--- config.mk ---
export PLATFORM = sky130hd
export DESIGN_NAME = issue_rr_arbiter_flat
export DESIGN_NICKNAME = d
export VERILOG_FILES = /design/src/rtl/issue_rr_arbiter_if.sv /design/src/rtl/issue_rr_arbiter.sv /design/src/flat_wrapper.sv
export SDC_FILE = /design/constraint.sdc
export NUM_CORES = 1
export LEC_CHECK = 0
export ABC_AREA = 1
export CORE_ASPECT_RATIO = 0.5
export CORE_UTILIZATION = 28
export CTS_CLUSTER_SIZE = 25
export DETAILED_ROUTE_END_ITERATION = 8
export GPL_TIMING_DRIVEN = 0
export PLACE_DENSITY = 0.62
export SLEW_MARGIN = 20
export SYNTH_ARGS = -nofsm -noshare
export SYNTH_HDL_FRONTEND = slang
export SYNTH_SLANG_ARGS = --single-unit
export TNS_END_PERCENT = 20
--- constraint.sdc ---
create_clock -name i_clk -period 3.7 [get_ports i_clk]
set_input_delay 0.74 -clock i_clk [delete_from_list [all_inputs] [get_ports i_clk]]
set_output_delay 0.74 -clock i_clk [all_outputs]
set_load 0.01 [all_outputs]
--- src/rtl/issue_rr_arbiter_if.sv ---
// Issue-slot arbitration bus: wavefront request/mask flags in, registered grant out.
// The lock input exists only when ISSUE_ARB_LOCK_EN is defined.
interface issue_rr_arbiter_if #(
    parameter int unsigned NUM_REQ = 40,
    parameter int unsigned ID_W    = 6
);
    logic [NUM_REQ-1:0] req;
    logic [NUM_REQ-1:0] req_mask;
    logic               grant_accept;
`ifdef ISSUE_ARB_LOCK_EN
    logic               lock;
`endif
    logic               grant_valid;
    logic [ID_W-1:0]    grant_id;
    logic [NUM_REQ-1:0] grant_onehot;

    // Arbiter side: consumes requests, drives the grant.
    modport master (
        input  req,
        input  req_mask,
        input  grant_accept,
`ifdef ISSUE_ARB_LOCK_EN
        input  lock,
`endif
        output grant_valid,
        output grant_id,
        output grant_onehot
    );

    // Requester / issue-stage side.
    modport slave (
        output req,
        output req_mask,
        output grant_accept,
`ifdef ISSUE_ARB_LOCK_EN
        output lock,
`endif
        input  grant_valid,
        input  grant_id,
        input  grant_onehot
    );
endinterface

--- src/rtl/issue_rr_arbiter.sv ---
// Registered round-robin arbiter for the compute-unit issue slot.
// A grant is held until accepted; priority then rotates past the accepted id.
// Optional feature macro: ISSUE_ARB_LOCK_EN (adds lock input for back-to-back
// re-grant of the same wavefront for multi-dword instructions).
module issue_rr_arbiter #(
    parameter int unsigned NUM_REQ = 40,
    parameter int unsigned ID_W    = 6
) (
    input  logic                   i_clk,
    input  logic                   i_rst,
    issue_rr_arbiter_if.master     io_bus
);

    typedef enum logic {StIdle, StHold} state_e;

    state_e             r_state;
    logic [ID_W-1:0]    r_grant_id;
    logic [NUM_REQ-1:0] r_grant_onehot;
    logic [ID_W-1:0]    r_ptr;

    state_e             w_state_d;
    logic               w_grant_en;
    logic [ID_W-1:0]    w_grant_id_d;
    logic [NUM_REQ-1:0] w_grant_onehot_d;
    logic               w_ptr_en;
    logic               w_accept;
    logic               w_rotate;

    logic [NUM_REQ-1:0] w_elig;
    logic [ID_W-1:0]    w_search_ptr;
    logic [NUM_REQ-1:0] w_hi_mask;
    logic [NUM_REQ-1:0] w_elig_hi;
    logic               w_win_any;
    logic [ID_W-1:0]    w_win_id;
    logic [NUM_REQ-1:0] w_win_onehot;

`ifdef ISSUE_ARB_LOCK_EN
    logic               r_lock;
    logic               w_lock_d;
    logic               w_lock_hit;
`endif

    // Lowest set index of a vector (zero when the vector is empty).
    function automatic logic [ID_W-1:0] f_lowest(input logic [NUM_REQ-1:0] v);
        logic [ID_W-1:0] id;
        id = '0;
        for (int i = NUM_REQ - 1; i >= 0; i--) begin
            if (v[i]) id = ID_W'(i);
        end
        return id;
    endfunction

    assign w_elig   = io_bus.req & ~io_bus.req_mask;
    assign w_accept = (r_state == StHold) && io_bus.grant_accept;

    // On accept the search starts past the id being accepted, i.e. the new ptr.
    assign w_search_ptr = w_accept ? r_grant_id : r_ptr;

`ifdef ISSUE_ARB_LOCK_EN
    assign w_lock_hit = io_bus.lock && ((w_elig & r_grant_onehot) != '0);
`endif

    // Winner search: first eligible above ptr, otherwise first eligible from 0 (wrap).
    always_comb begin
        w_hi_mask = '0;
        for (int i = 0; i < NUM_REQ; i++) begin
            w_hi_mask[i] = (ID_W'(i) > w_search_ptr);
        end
        w_elig_hi    = w_elig & w_hi_mask;
        w_win_any    = (w_elig != '0);
        w_win_id     = (w_elig_hi != '0) ? f_lowest(w_elig_hi) : f_lowest(w_elig);
        w_win_onehot = NUM_REQ'(1) << w_win_id;
    end

    // Next-state and register enables for the IDLE/HOLD grant FSM.
    always_comb begin
        w_state_d        = r_state;
        w_grant_en       = 1'b0;
        w_grant_id_d     = r_grant_id;
        w_grant_onehot_d = r_grant_onehot;
        w_ptr_en         = 1'b0;
        w_rotate         = 1'b0;
`ifdef ISSUE_ARB_LOCK_EN
        w_lock_d         = r_lock;
`endif
        unique case (r_state)
            StIdle: begin
                if (w_win_any) begin
                    w_grant_en       = 1'b1;
                    w_grant_id_d     = w_win_id;
                    w_grant_onehot_d = w_win_onehot;
                    w_state_d        = StHold;
                end
            end
            StHold: begin
                if (io_bus.grant_accept) begin
`ifdef ISSUE_ARB_LOCK_EN
                    // Locked re-grant keeps the current grant and ptr untouched.
                    if (w_lock_hit) begin
                        w_lock_d = 1'b1;
                    end else begin
                        w_lock_d = 1'b0;
                        w_rotate = 1'b1;
                    end
`else
                    w_rotate = 1'b1;
`endif
                end
                if (w_rotate) begin
                    w_ptr_en   = 1'b1;
                    w_grant_en = 1'b1;
                    if (w_win_any) begin
                        w_grant_id_d     = w_win_id;
                        w_grant_onehot_d = w_win_onehot;
                    end else begin
                        w_grant_id_d     = '0;
                        w_grant_onehot_d = '0;
                        w_state_d        = StIdle;
                    end
                end
            end
        endcase
    end

    // State and enable-gated grant/pointer registers; reset wins over everything.
    always_ff @(posedge i_clk) begin
        if (i_rst) begin
            r_state        <= StIdle;
            r_grant_id     <= '0;
            r_grant_onehot <= '0;
            r_ptr          <= ID_W'(NUM_REQ - 1);
        end else begin
            r_state <= w_state_d;
            if (w_grant_en) begin
                r_grant_id     <= w_grant_id_d;
                r_grant_onehot <= w_grant_onehot_d;
            end
            if (w_ptr_en) begin
                r_ptr <= r_grant_id;
            end
        end
    end

`ifdef ISSUE_ARB_LOCK_EN
    // Sticky lock flag: set by a locked re-grant, cleared by normal rotation.
    always_ff @(posedge i_clk) begin
        if (i_rst) begin
            r_lock <= 1'b0;
        end else begin
            r_lock <= w_lock_d;
        end
    end
`endif

    assign io_bus.grant_valid  = (r_state == StHold);
    assign io_bus.grant_id     = r_grant_id;
    assign io_bus.grant_onehot = r_grant_onehot;

endmodule

--- src/flat_wrapper.sv ---
// flat-port wrapper written by rule: the top's interface ports become plain ports
module issue_rr_arbiter_flat 
#(
    parameter int unsigned NUM_REQ = 40,
    parameter int unsigned ID_W    = 6
)
  (i_clk, i_rst, io_bus_req, io_bus_req_mask, io_bus_grant_accept, io_bus_grant_valid, io_bus_grant_id, io_bus_grant_onehot);
  issue_rr_arbiter_if #(.NUM_REQ(NUM_REQ), .ID_W(ID_W)) io_bus_i ();
  input  logic i_clk;
  input  logic i_rst;
  input wire logic [$bits(io_bus_i.req)-1:0] io_bus_req;
  input wire logic [$bits(io_bus_i.req_mask)-1:0] io_bus_req_mask;
  input wire logic [$bits(io_bus_i.grant_accept)-1:0] io_bus_grant_accept;
  output wire logic [$bits(io_bus_i.grant_valid)-1:0] io_bus_grant_valid;
  output wire logic [$bits(io_bus_i.grant_id)-1:0] io_bus_grant_id;
  output wire logic [$bits(io_bus_i.grant_onehot)-1:0] io_bus_grant_onehot;
  assign io_bus_i.req = io_bus_req;
  assign io_bus_i.req_mask = io_bus_req_mask;
  assign io_bus_i.grant_accept = io_bus_grant_accept;
  assign io_bus_grant_valid = io_bus_i.grant_valid;
  assign io_bus_grant_id = io_bus_i.grant_id;
  assign io_bus_grant_onehot = io_bus_i.grant_onehot;
  issue_rr_arbiter #(.NUM_REQ(NUM_REQ), .ID_W(ID_W)) u_core (.i_clk(i_clk), .i_rst(i_rst), .io_bus(io_bus_i));
endmodule
==> flow_summary_export.csv, run 1 <==
group,metric,value,unit
clocking,clk_latency,0.29,ns
critical_path,critPathSlowestCell,"a21oi_1",
timing,rsz0062_at_grt,"yes",
min_path,min-delay-start,"u_core.io_bus.grant_onehot[3]$_SDFFE_PP0P_",
yosys,synth-xor-area-share,0,%
timing,whs,0.466,ns
global_routing,grt_max_degree,19,
yosys,ys_seq_elements,53,
critical_path,reg2reg_from,"u_core.io_bus.grant_valid$_SDFF_PP0_",
critical_path,cp.required,3.92,ns
min_path,min_to,"u_core.io_bus.grant_onehot[3]$_SDFFE_PP0P_",
global_routing,grt_pass1_wl,21100,µm
floorplan,die_area,0.0151,mm²
run_status,violations,"negative setup slack",
timing,relSlewSlack,52.7,%
detailed_routing,detail_route.wl_per_cell,12.3,µm
finish,nNetsFinal,974,
floorplan,initial_core_util,29.4,%
global_routing,grt_use_met3,2.71,%
finish,final-seq-area,0.00106,mm²
yosys,syn_area,0.00407,mm²
clocking,clkSinkCount,53,
yosys,synth_top_area_cell,"dfxtp_1",
clocking,clk_pin_slew_worst_paths,0.07,ns
detailed_routing,routed_via_density,4.53,
timing,finalHoldViolCount,0,
floorplan,rows,30,
min_path,hold_path_class,"flop to flop",
timing,setup_viol,39,
yosys,synth_mux_area_share,0,%
detailed_routing,drc,0,
yosys,synth_area_leaders,"dfxtp_1 26%, nand2_1 20%, nor2_1 12%",
place,port_buffers,127,
yosys,netlist-cell-type-count,38,
detailed_routing,ant_nets,0,
critical_path,cp.arrival,4.05,ns
timing,finalSetupTns,-2.05,ns
yosys,synthAdderAreaFrac,0,%
finish,layout-drive-gt1-share,16.3,%
global_routing,use_met1,23.8,%
yosys,synth_top_area_share,26.1,%
clocking,cts_buffers,5,
critical_path,reg2reg_slack,-0.07,ns
yosys,synth.avg_cell_area,5.58,µm²
global_routing,track_usage,17.1,%
detailed_routing,dr.pass1.iters,5,
finish,nFillCells,1417,
timing,fmax,0.261,GHz
critical_path,end_kind,"flop",
clocking,root_buffer,"clkbuf_16",
critical_path,startpoint_type,"input pin",
global_routing,grt_pass1_vias,4391,
floorplan,num_io_pins,130,
global_routing,grt-busiest-layer,"met2",
min_path,hold_depth,2,
clocking,ctsHtreeMaxLevel,2,
yosys,ys_seq_area_share,26.1,%
run_status,outcome,"finished with violations",
timing,finalMaxSlewViolations,0,
flow_run,maxCapViolations,0,
timing,finalCritPeriodShare,103,%
floorplan,die_h,87.3,µm
detailed_routing,drt_iter0_drc,232,
critical_path,slowest_delay,0.22,ns
floorplan,core,0.0139,mm²
yosys,syn-num-nets,812,
critical_path,r2r_end,"u_core.io_bus.grant_onehot[6]$_SDFFE_PP0P_",
place,dp_hpwl,10100,µm
timing,tightest_slew,0.707,ns
finish,multi_input_area,0.00284,mm²
finish,n_antenna_cell,0,
yosys,synth_compound_area_share,13.6,%
floorplan,die_w,173,µm
global_routing,overflow,0,
global_routing,use_met2,28.3,%
place,gp_congestion,0.894,
clocking,cts_buffer_depth,2,
yosys,synth_simple_gate_area_share,45.9,%
critical_path,r2r_cells,28,
yosys,syn_inst,729,
detailed_routing,totalWireLength,13400,µm
yosys,synth_top_family_by_area,"simple AND/OR/NAND/NOR gates",
power_and_ir_drop,p_per_area,347,mW/mm²
critical_path,path_class,"input pin to flop",
power_and_ir_drop,p_leak,0.00279,µW
power_and_ir_drop,peakVddDrop,0.260,mV
critical_path,cpMostUsedCell,"nor2_1",
timing,setup_ws,-0.127,ns
clocking,ctsHoldBuffers,0,
finish,syn2layout_area_growth,57.5,%
critical_path,critPathMaxFanout,9,
yosys,yosysWarnings,0,
global_routing,antenna_found_initial,0,
clocking,cts_tree,"yes",
detailed_routing,vias,4908,
timing,period_needed,3.83,ns
timing,finClkSkew,0.00809,ns
[synth_stat cells, drive strengths merged]
cell,count
nand3b,1
clkbuf,12
a2111oi,2
a31oi,5
dfxtp,53
nand2,226
nor3,13
o21a,1
nor2,139
o311ai,1
nand4,10
a22oi,1
o22ai,2
buf,4
o21ai,15
or2,1
nand3,38
a32oi,1
a21oi,56
a211oi,1
a21boi,2
o31ai,1
o211ai,6
inv,136
o21bai,2
[logic make-up (layout without fill, tap and decap cells)]
family	after synthesis	after routing
AND/OR/NAND/NOR	428	429
buffers and inverters	152	314
AO/OA/AOI/OAI	96	96
flip-flops	53	53
[metal layers]
| layer | vias up | share of wire [%] |
|---|---|---|
| li1 | 2579 | - |
| met1 | 2198 | 50 |
| met2 | 121 | 45 |
| met3 | 10 | 4.8 |
| met4 | 0 | 0.80 |
| met5 | - | 0 |
[state kept, by name, summed over array words and instances (netlist names)]
signal                      flops
u_core.io_bus.grant_id          6
u_core.io_bus.grant_onehot     40
u_core.io_bus.grant_valid       1
u_core.r_ptr                    6
[critical path: cells and delay by family]
kind	cells	cell delay (ns)
and+or+nand+nor	17	1.95
buffers and inverters	8	0.89
AOI/OAI and AO/OA	3	0.46
[power by group]
group	switching, µW	internal [µW]
logic	643	404
clock network	225	324
registers	26.4	604
total	895	1330
[cell type report]
cell class | instances | area share [%]
multi-input combinational | 525 | 44.3
timing repair buffer | 154 | 23.2
sequential | 53 | 16.6
inverter | 136 | 8.12
tap | 192 | 3.75
clock buffer | 5 | 1.95
buffer | 16 | 1.40
clock inverter | 3 | 0.761
[how the worst max path moves through the flow]
stage | start | endpoint | slack (ns) | cells past startpoint
global placement | io_bus_req[39] | u_core.io_bus.grant_onehot[5]$_SDFFE_PP0P_ | -0.87 | 42
CTS | io_bus_grant_accept | u_core.io_bus.grant_onehot[4]$_SDFFE_PP0P_ | -0.12 | 46
global route | io_bus_grant_accept | u_core.io_bus.grant_onehot[37]$_SDFFE_PP0P_ | -0.58 | 49
finish | io_bus_grant_accept | u_core.io_bus.grant_onehot[6]$_SDFFE_PP0P_ | -0.13 | 28
floorplan | io_bus_grant_accept | u_core.io_bus.grant_onehot[36]$_SDFFE_PP0P_ | 0.08 | 46
detailed placement | io_bus_req[39] | u_core.io_bus.grant_onehot[37]$_SDFFE_PP0P_ | -0.88 | 42
[cells in the final DEF, fill, tap and decap left out, types with 10 or more instances in the layout]
cell type,Yosys,final
nand2_1,214,200
inv_1,125,123
clkdlybuf4s50_1,0,120
nor2_1,127,114
dfxtp_1,53,52
a21oi_1,55,46
buf_4,0,24
nand3_1,33,19
nor2_4,0,17
nand2_2,9,13
nand3_2,4,13
nand2_4,2,10
[stage by stage]
step / setup slack [ns] / util (%) / power [µW] / area (µm²) / cells
after floorplan: 0.0815 / - / 1180 / 4070 / 729
after global placement: -0.868 / 40.3 / 1470 / 5580 / 1048
after detailed placement: -0.883 / 40.3 / 1470 / 5580 / 1048
after CTS: -0.118 / 44.3 / 2160 / 6140 / 1074
after global routing: -0.584 / 46.3 / 2360 / 6410 / 1084
final: -0.127 / 46.3 / 2230 / 6410 / 1084
[repair_timing]
item                       4_1_cts  5_1_grt
pin swaps                       31       29
setup endpoints to repair       43       45
setup buffers                   18        7
gates cloned                     0        3
gates resized for setup         72       43
No activity file was read; power rests on OpenSTA's default activity.
==> run 2, diff against run 1 <==
--- a/config.mk
+++ b/config.mk
@@ -6,6 +6,7 @@
 export NUM_CORES = 1
 export LEC_CHECK = 0
 export ABC_AREA = 1
+export CAP_MARGIN = 20
 export CORE_ASPECT_RATIO = 0.5
 export CORE_UTILIZATION = 28
 export CTS_CLUSTER_SIZE = 25
==> constraint.sdc (replaced) <==
create_clock -name i_clk -period 3.5 [get_ports i_clk]
set_input_delay 0.7 -clock i_clk [delete_from_list [all_inputs] [get_ports i_clk]]
set_output_delay 0.7 -clock i_clk [all_outputs]
set_load 0.01 [all_outputs]
==> run 2 against run 1 <==
Compared with the run above:
- the flow still finishes with violations (negative setup slack)
- clock-buffer cell count stayed put
- clock skew is 0.00070 ns lower
- critical endpoint is now u_core.io_bus.grant_onehot[10]$_SDFFE_PP0P_
- clock power is 5.1% higher
- highest routed layer unchanged
==> flow_summary_export.csv, run 2 (synthesis gave the netlist of run 1 again) <==
group,metric,value,unit
run_status,outcome,"finished with violations",
run_status,violations,"negative setup slack",
detailed_routing,top_layer,"met4",
finish,final_core_util,46.1,%
timing,finalMaxSlewViolations,0,
critical_path,crit_family,"simple AND/OR/NAND/NOR gates",
critical_path,end_kind,"flop",
global_routing,grt_pass1_vias,4593,
place,gp_congestion,0.889,
timing,setup_viol,41,
timing,setup_ws,-0.241,ns
floorplan,initial_core_util,29.4,%
finish,nNetsFinal,970,
power_and_ir_drop,power,2320,µW
detailed_routing,routed_via_density,4.49,
floorplan,core,0.0139,mm²
clocking,clkSinkCount,53,
timing,rsz0062_at_grt,"yes",
detailed_routing,drc,0,
global_routing,antenna_found_initial,0,
critical_path,critPathSlowestCell,"nand2_2",
critical_path,startpoint_type,"input pin",
clocking,clk_pin_slew_worst_paths,0.07,ns
power_and_ir_drop,switchingPower,922,µW
detailed_routing,ant_nets,0,
critical_path,cp.arrival,3.96,ns
critical_path,cp_num_buf_inv,8,
timing,tightest_slew,0.649,ns
timing,finClkSkew,0.00740,ns
clocking,cts_buffer_depth,2,
timing,finalCritPeriodShare,107,%
detailed_routing,detail_route.wl_per_cell,12.2,µm
global_routing,grt_pass1_wl,21600,µm
timing,finalHoldViolCount,0,
detailed_routing,wl_met1,6340,µm
detailed_routing,wl_met3,712,µm
place,dp_hpwl,10200,µm
finish,fin_area,0.00638,mm²
flow_run,maxCapViolations,0,
clocking,clk_latency,0.29,ns
timing,period_needed,3.74,ns
floorplan,die_h,87.3,µm
detailed_routing,drt_iter0_drc,187,
finish,n_antenna_cell,0,
finish,final_common_cell,"nand2_1",
clocking,cts_buffers,5,
clocking,root_buffer,"clkbuf_16",
place,dp_slack,-1.00,ns
timing,whs,0.465,ns
power_and_ir_drop,p_clk_share,24.9,%
timing,relSlewSlack,56.6,%
floorplan,rows,30,
finish,largest_reg_flops,40,
critical_path,critPathMaxFanout,10,
floorplan,die_area,0.0151,mm²
power_and_ir_drop,peakVddDrop,0.270,mV
clocking,ctsHtreeMaxLevel,2,
clocking,cts_tree,"yes",
place,placed_area,0.00559,mm²
critical_path,cpMostUsedCell,"nor2_1",
finish,syn2layout_area_growth,56.7,%
timing,fmax,0.267,GHz
critical_path,slowest_delay,0.25,ns
finish,nFillCells,1456,
critical_path,path_class,"input pin to flop",
critical_path,cp.required,3.72,ns
global_routing,overflow,0,
power_and_ir_drop,p_leak,0.00277,µW
min_path,hold_path_class,"flop to flop",
floorplan,num_io_pins,130,
power_and_ir_drop,p_per_area,364,mW/mm²
detailed_routing,totalWireLength,13200,µm
global_routing,grt_max_degree,19,
detailed_routing,vias,4849,
power_and_ir_drop,pwr-share-comb,46.4,%
place,port_buffers,127,
finish,final_cell_mix,"202 x nand2_1, 123 x inv_1, 119 x clkdlybuf4s50_1, 113 x nor2_1, 52 x dfxtp_1",
power_and_ir_drop,p_seq_share,28.7,%
detailed_routing,dr_wl_met2,6030,µm
finish,layout-drive-gt1-share,15.9,%
detailed_routing,dr.pass1.iters,5,
clocking,ctsHoldBuffers,0,
power_and_ir_drop,internal_power,1400,µW
global_routing,track_usage,17.6,%
power_and_ir_drop,swShare,39.7,%
floorplan,die_w,173,µm
run 2: cell types whose count changed in the layout (fill, tap and decap cells not counted), moves of 2 or more:
cell     change
nand3_4      +3
buf_6        -2
buf_2        +2
nand2_1      +2
buf_4        -3
nand2_2      -2
nand3_2      -3
run 2: what timing repair did:
action / in CTS / in global routing
setup endpoints to repair: 44 / 46
setup buffers: 20 / 1
resized for setup: 106 / 12
gates cloned: 3 / 0
pin swaps: 31 / 7
run 2: power groups by stage:
stage               registers [µW]  logic (µW)  clock network (µW)
finish                         666        1080                 578
CTS                            667        1050                 587
floorplan                      686         564                   0
global placement               678         878                   0
global route                   671        1180                 611
detailed placement             678         883                   0
run 2: final cells by class:
class | count | area, µm² | share of cell area, %
multi-input combinational | 525 | 2840 | 44.5
timing repair buffer | 150 | 1450 | 22.7
sequential | 53 | 1060 | 16.7
inverter | 136 | 518 | 8.12
tap | 192 | 240 | 3.77
clock buffer | 5 | 125 | 1.96
buffer | 16 | 97.6 | 1.53
clock inverter | 3 | 48.8 | 0.765
run 2: metal layers:
layer	GRT usage [%]	up-vias
met1	23.7	2138
li1	-	2578
met5	0	-
met2	30.4	126
met4	2.60	0
met3	2.49	7
run 2: path summary, 6_finish.rpt:
| kind | startpoint | to | depth (start not counted) | slack (ns) |
|---|---|---|---|---|
| worst max-delay path | io_bus_grant_accept | u_core.io_bus.grant_onehot[10]$_SDFFE_PP0P_ | 28 | -0.24 |
| worst min-delay path | u_core.io_bus.grant_onehot[26]$_SDFFE_PP0P_ | u_core.io_bus.grant_onehot[26]$_SDFFE_PP0P_ | 2 | 0.46 |
| worst max register to register | u_core.io_bus.grant_valid$_SDFF_PP0_ | u_core.io_bus.grant_onehot[10]$_SDFFE_PP0P_ | 28 | -0.23 |
| worst min register to register | u_core.io_bus.grant_onehot[26]$_SDFFE_PP0P_ | u_core.io_bus.grant_onehot[26]$_SDFFE_PP0P_ | 2 | 0.46 |
run 2: stage by stage:
step,cells,setup TNS (ns)
after floorplan,729,-2.13
after global placement,1048,-37.30
after detailed placement,1048,-35.92
after CTS,1079,-6.55
after global routing,1080,-29.94
final,1080,-7.62
run 2: worst min-delay path: cells and delay by family (launching register included):
kind | cells | cell delay (ns)
flops | 1 | 0.31
simple gates | 1 | 0.06
compound gates | 1 | 0.05
==> run 3, diff against run 2 <==
--- a/config.mk
+++ b/config.mk
@@ -8,13 +8,13 @@
 export ABC_AREA = 1
 export CAP_MARGIN = 20
 export CORE_ASPECT_RATIO = 0.5
-export CORE_UTILIZATION = 28
+export CORE_UTILIZATION = 40
 export CTS_CLUSTER_SIZE = 25
 export DETAILED_ROUTE_END_ITERATION = 8
 export GPL_TIMING_DRIVEN = 0
-export PLACE_DENSITY = 0.62
+export PLACE_DENSITY = 0.78
 export SLEW_MARGIN = 20
 export SYNTH_ARGS = -nofsm -noshare
 export SYNTH_HDL_FRONTEND = slang
 export SYNTH_SLANG_ARGS = --single-unit
-export TNS_END_PERCENT = 20
+export TNS_END_PERCENT = 50
==> constraint.sdc (replaced) <==
create_clock -name i_clk -period 4.3 [get_ports i_clk]
set_input_delay 0.86 -clock i_clk [delete_from_list [all_inputs] [get_ports i_clk]]
set_output_delay 0.86 -clock i_clk [all_outputs]
set_load 0.01 [all_outputs]
==> run 3 against run 2 <==
Compared with the run above:
- the run now ends clean
- clock power is 18% lower
- die area fell by 30%
- combinational power shrank 19%
- sequential share of layout area increased by 0.35 points
- largest cell class unchanged
==> flow_summary_export.csv, run 3 (synthesis gave the netlist of run 1 again) <==
group,metric,value,unit
critical_path,startpoint_type,"input pin",
min_path,hold_path_class,"flop to flop",
place,dp_hpwl,9290,µm
finish,layout-drive-gt1-share,14.4,%
place,dp_slack,-0.352,ns
global_routing,grt_max_degree,19,
finish,multi_input_area,0.00273,mm²
global_routing,use_met1,30.3,%
clocking,clk_pin_slew_worst_paths,0.07,ns
critical_path,r2r_cells,27,
flow_run,maxCapViolations,0,
global_routing,overflow,0,
detailed_routing,drt_iter0_drc,390,
finish,final_cell_mix,"204 x nand2_1, 120 x inv_1, 120 x clkdlybuf4s50_1, 117 x nor2_1, 53 x dfxtp_1",
run_status,outcome,"finished clean",
floorplan,core,0.00967,mm²
timing,setup_ws,0.134,ns
finish,nFillCells,887,
floorplan,rows,25,
detailed_routing,detail_route.wl_per_cell,12.5,µm
finish,largest_reg_flops,40,
floorplan,die_w,145,µm
finish,nNetsFinal,970,
timing,finalHoldViolCount,0,
global_routing,grt_pass1_vias,4379,
finish,final-seq-area,0.00106,mm²
power_and_ir_drop,peakVddDrop,0.244,mV
critical_path,critPathMaxFanout,6,
global_routing,grt-busiest-layer,"met2",
timing,fmax,0.240,GHz
min_path,hold_depth,2,
critical_path,cp.required,4.54,ns
clocking,cts_buffers,5,
timing,finalMaxSlewViolations,0,
floorplan,num_io_pins,130,
place,placed_area,0.00551,mm²
timing,setup_viol,0,
power_and_ir_drop,p_per_area,303,mW/mm²
timing,period_needed,4.17,ns
detailed_routing,ant_nets,0,
finish,n_antenna_cell,0,
global_routing,grt_use_met3,2.93,%
detailed_routing,vias,5016,
detailed_routing,totalWireLength,12800,µm
critical_path,r2r_end,"u_core.io_bus.grant_onehot[8]$_SDFFE_PP0P_",
finish,syn2layout_area_growth,53.3,%
detailed_routing,routed_via_density,4.90,
critical_path,crit_start,"io_bus_grant_accept",
floorplan,initial_core_util,42.1,%
timing,relSlewSlack,42.1,%
clocking,cts_tree,"yes",
critical_path,reg2reg_from,"u_core.io_bus.grant_valid$_SDFF_PP0_",
power_and_ir_drop,p_leak,0.00280,µW
clocking,root_buffer,"clkbuf_16",
clocking,cts_buffer_depth,2,
finish,fin_area,0.00624,mm²
clocking,ctsHoldBuffers,0,
clocking,clkSinkCount,53,
critical_path,path_class,"input pin to flop",
place,gp_congestion,0.931,
clocking,clk_latency,0.30,ns
global_routing,use_met2,39.3,%
timing,finClkSkew,0.0123,ns
critical_path,critPathCapture,"u_core.io_bus.grant_onehot[8]$_SDFFE_PP0P_",
finish,final_core_util,64.6,%
floorplan,die_area,0.0106,mm²
detailed_routing,drc,0,
place,port_buffers,127,
global_routing,grt_pass1_wl,19200,µm
global_routing,track_usage,22.5,%
clocking,ctsHtreeMaxLevel,2,
timing,rsz0062_at_grt,"yes",
global_routing,antenna_found_initial,0,
critical_path,reg2reg_slack,0.26,ns
floorplan,die_h,73.3,µm
critical_path,cp.arrival,4.40,ns
critical_path,end_kind,"flop",
timing,tightest_slew,0.846,ns
detailed_routing,dr.pass1.iters,5,
finish,final_common_cell,"nand2_1",
timing,finalCritPeriodShare,96.9,%
-- run 3: cell types whose count changed in the layout (fill, tap and decap cells not counted), sizes merged --
| cell | previous run | this run |
|---|---|---|
| clkbuf | 17 | 19 |
| nand2 | 227 | 226 |
| clkdlybuf4s50 | 119 | 120 |
| buf | 28 | 26 |
| dlygate4sd2 | 6 | 0 |
| clkdlybuf4s15 | 1 | 0 |
| dlymetal6s2s | 0 | 7 |
-- run 3: area by class of cell --
cell class                 instances  area share (%)
sequential                        53            17.0
buffer                            16            1.40
multi-input combinational        524            43.8
tap                              135            2.71
clock inverter                     3           0.782
clock buffer                       5            2.01
timing repair buffer             151            24.1
inverter                         136            8.26
-- run 3: worst min-delay path by stage --
stage | end | slack (ns) | from
after floorplan | u_core.io_bus.grant_onehot[0]$_SDFFE_PP0P_ | 0.49 | u_core.io_bus.grant_onehot[0]$_SDFFE_PP0P_
after global placement | u_core.io_bus.grant_onehot[27]$_SDFFE_PP0P_ | 0.46 | u_core.io_bus.grant_onehot[27]$_SDFFE_PP0P_
after detailed placement | u_core.io_bus.grant_onehot[5]$_SDFFE_PP0P_ | 0.46 | u_core.io_bus.grant_onehot[5]$_SDFFE_PP0P_
after CTS | u_core.io_bus.grant_onehot[37]$_SDFFE_PP0P_ | 0.47 | u_core.io_bus.grant_onehot[37]$_SDFFE_PP0P_
after global routing | u_core.io_bus.grant_onehot[35]$_SDFFE_PP0P_ | 0.49 | u_core.io_bus.grant_onehot[35]$_SDFFE_PP0P_
final | u_core.io_bus.grant_onehot[29]$_SDFFE_PP0P_ | 0.47 | u_core.io_bus.grant_onehot[29]$_SDFFE_PP0P_
-- run 3: critical path, stage by stage --
cell and delay [ns]:
buf_12 0.09, nand2_8 0.07, buf_6 0.14, nand2_4 0.08, nand2_8 0.07, nor2_4 0.14, nand2_2 0.07, o211ai_1 0.24
buf_4 0.15, nand2_1 0.07, a31oi_1 0.17, nor2_1 0.06, nor2_1 0.13, o21ai_1 0.07, nand2_1 0.06, nand2_1 0.05
a21oi_1 0.15, nor2_1 0.06, nor2_1 0.09, o21ai_1 0.08, a21oi_1 0.18, o311ai_1 0.13, a22oi_2 0.43, nand4_4 0.25
nor3_4 0.27, nand2_2 0.08, a21oi_2 0.15
-- run 3: repair_timing --
| item | CTS | global route |
|---|---|---|
| resized for setup | 1 | 94 |
| cloned | 0 | 1 |
| pin swaps | 0 | 45 |
| endpoints found under the setup margin | 10 | 42 |
| buffers inserted | 0 | 23 |
-- run 3: metal layers --
metal  up-vias  share of wire, %
met2       184                46
met4         0               1.2
met1      2234                45
li1       2581                 -
met3        17               6.9
met5         -                 0
-- run 3: metrics by stage --
step                TNS [ns]  hold WS, ns  cells  total power [µW]
floorplan                  0        0.490    729              1010
global placement       -6.62        0.456    991              1250
detailed placement     -7.90        0.458    991              1260
CTS                        0        0.472    999              1730
global route           -4.64        0.487   1023              2000
finish                     0        0.470   1023              1890
-- run 3: power by group --
part	leakage [µW]	switching, µW	total (µW)	internal, µW
Combinational	0.00229	540	876	337
Sequential	0.000430	20.9	541	520
Clock	0.0000819	196	475	279
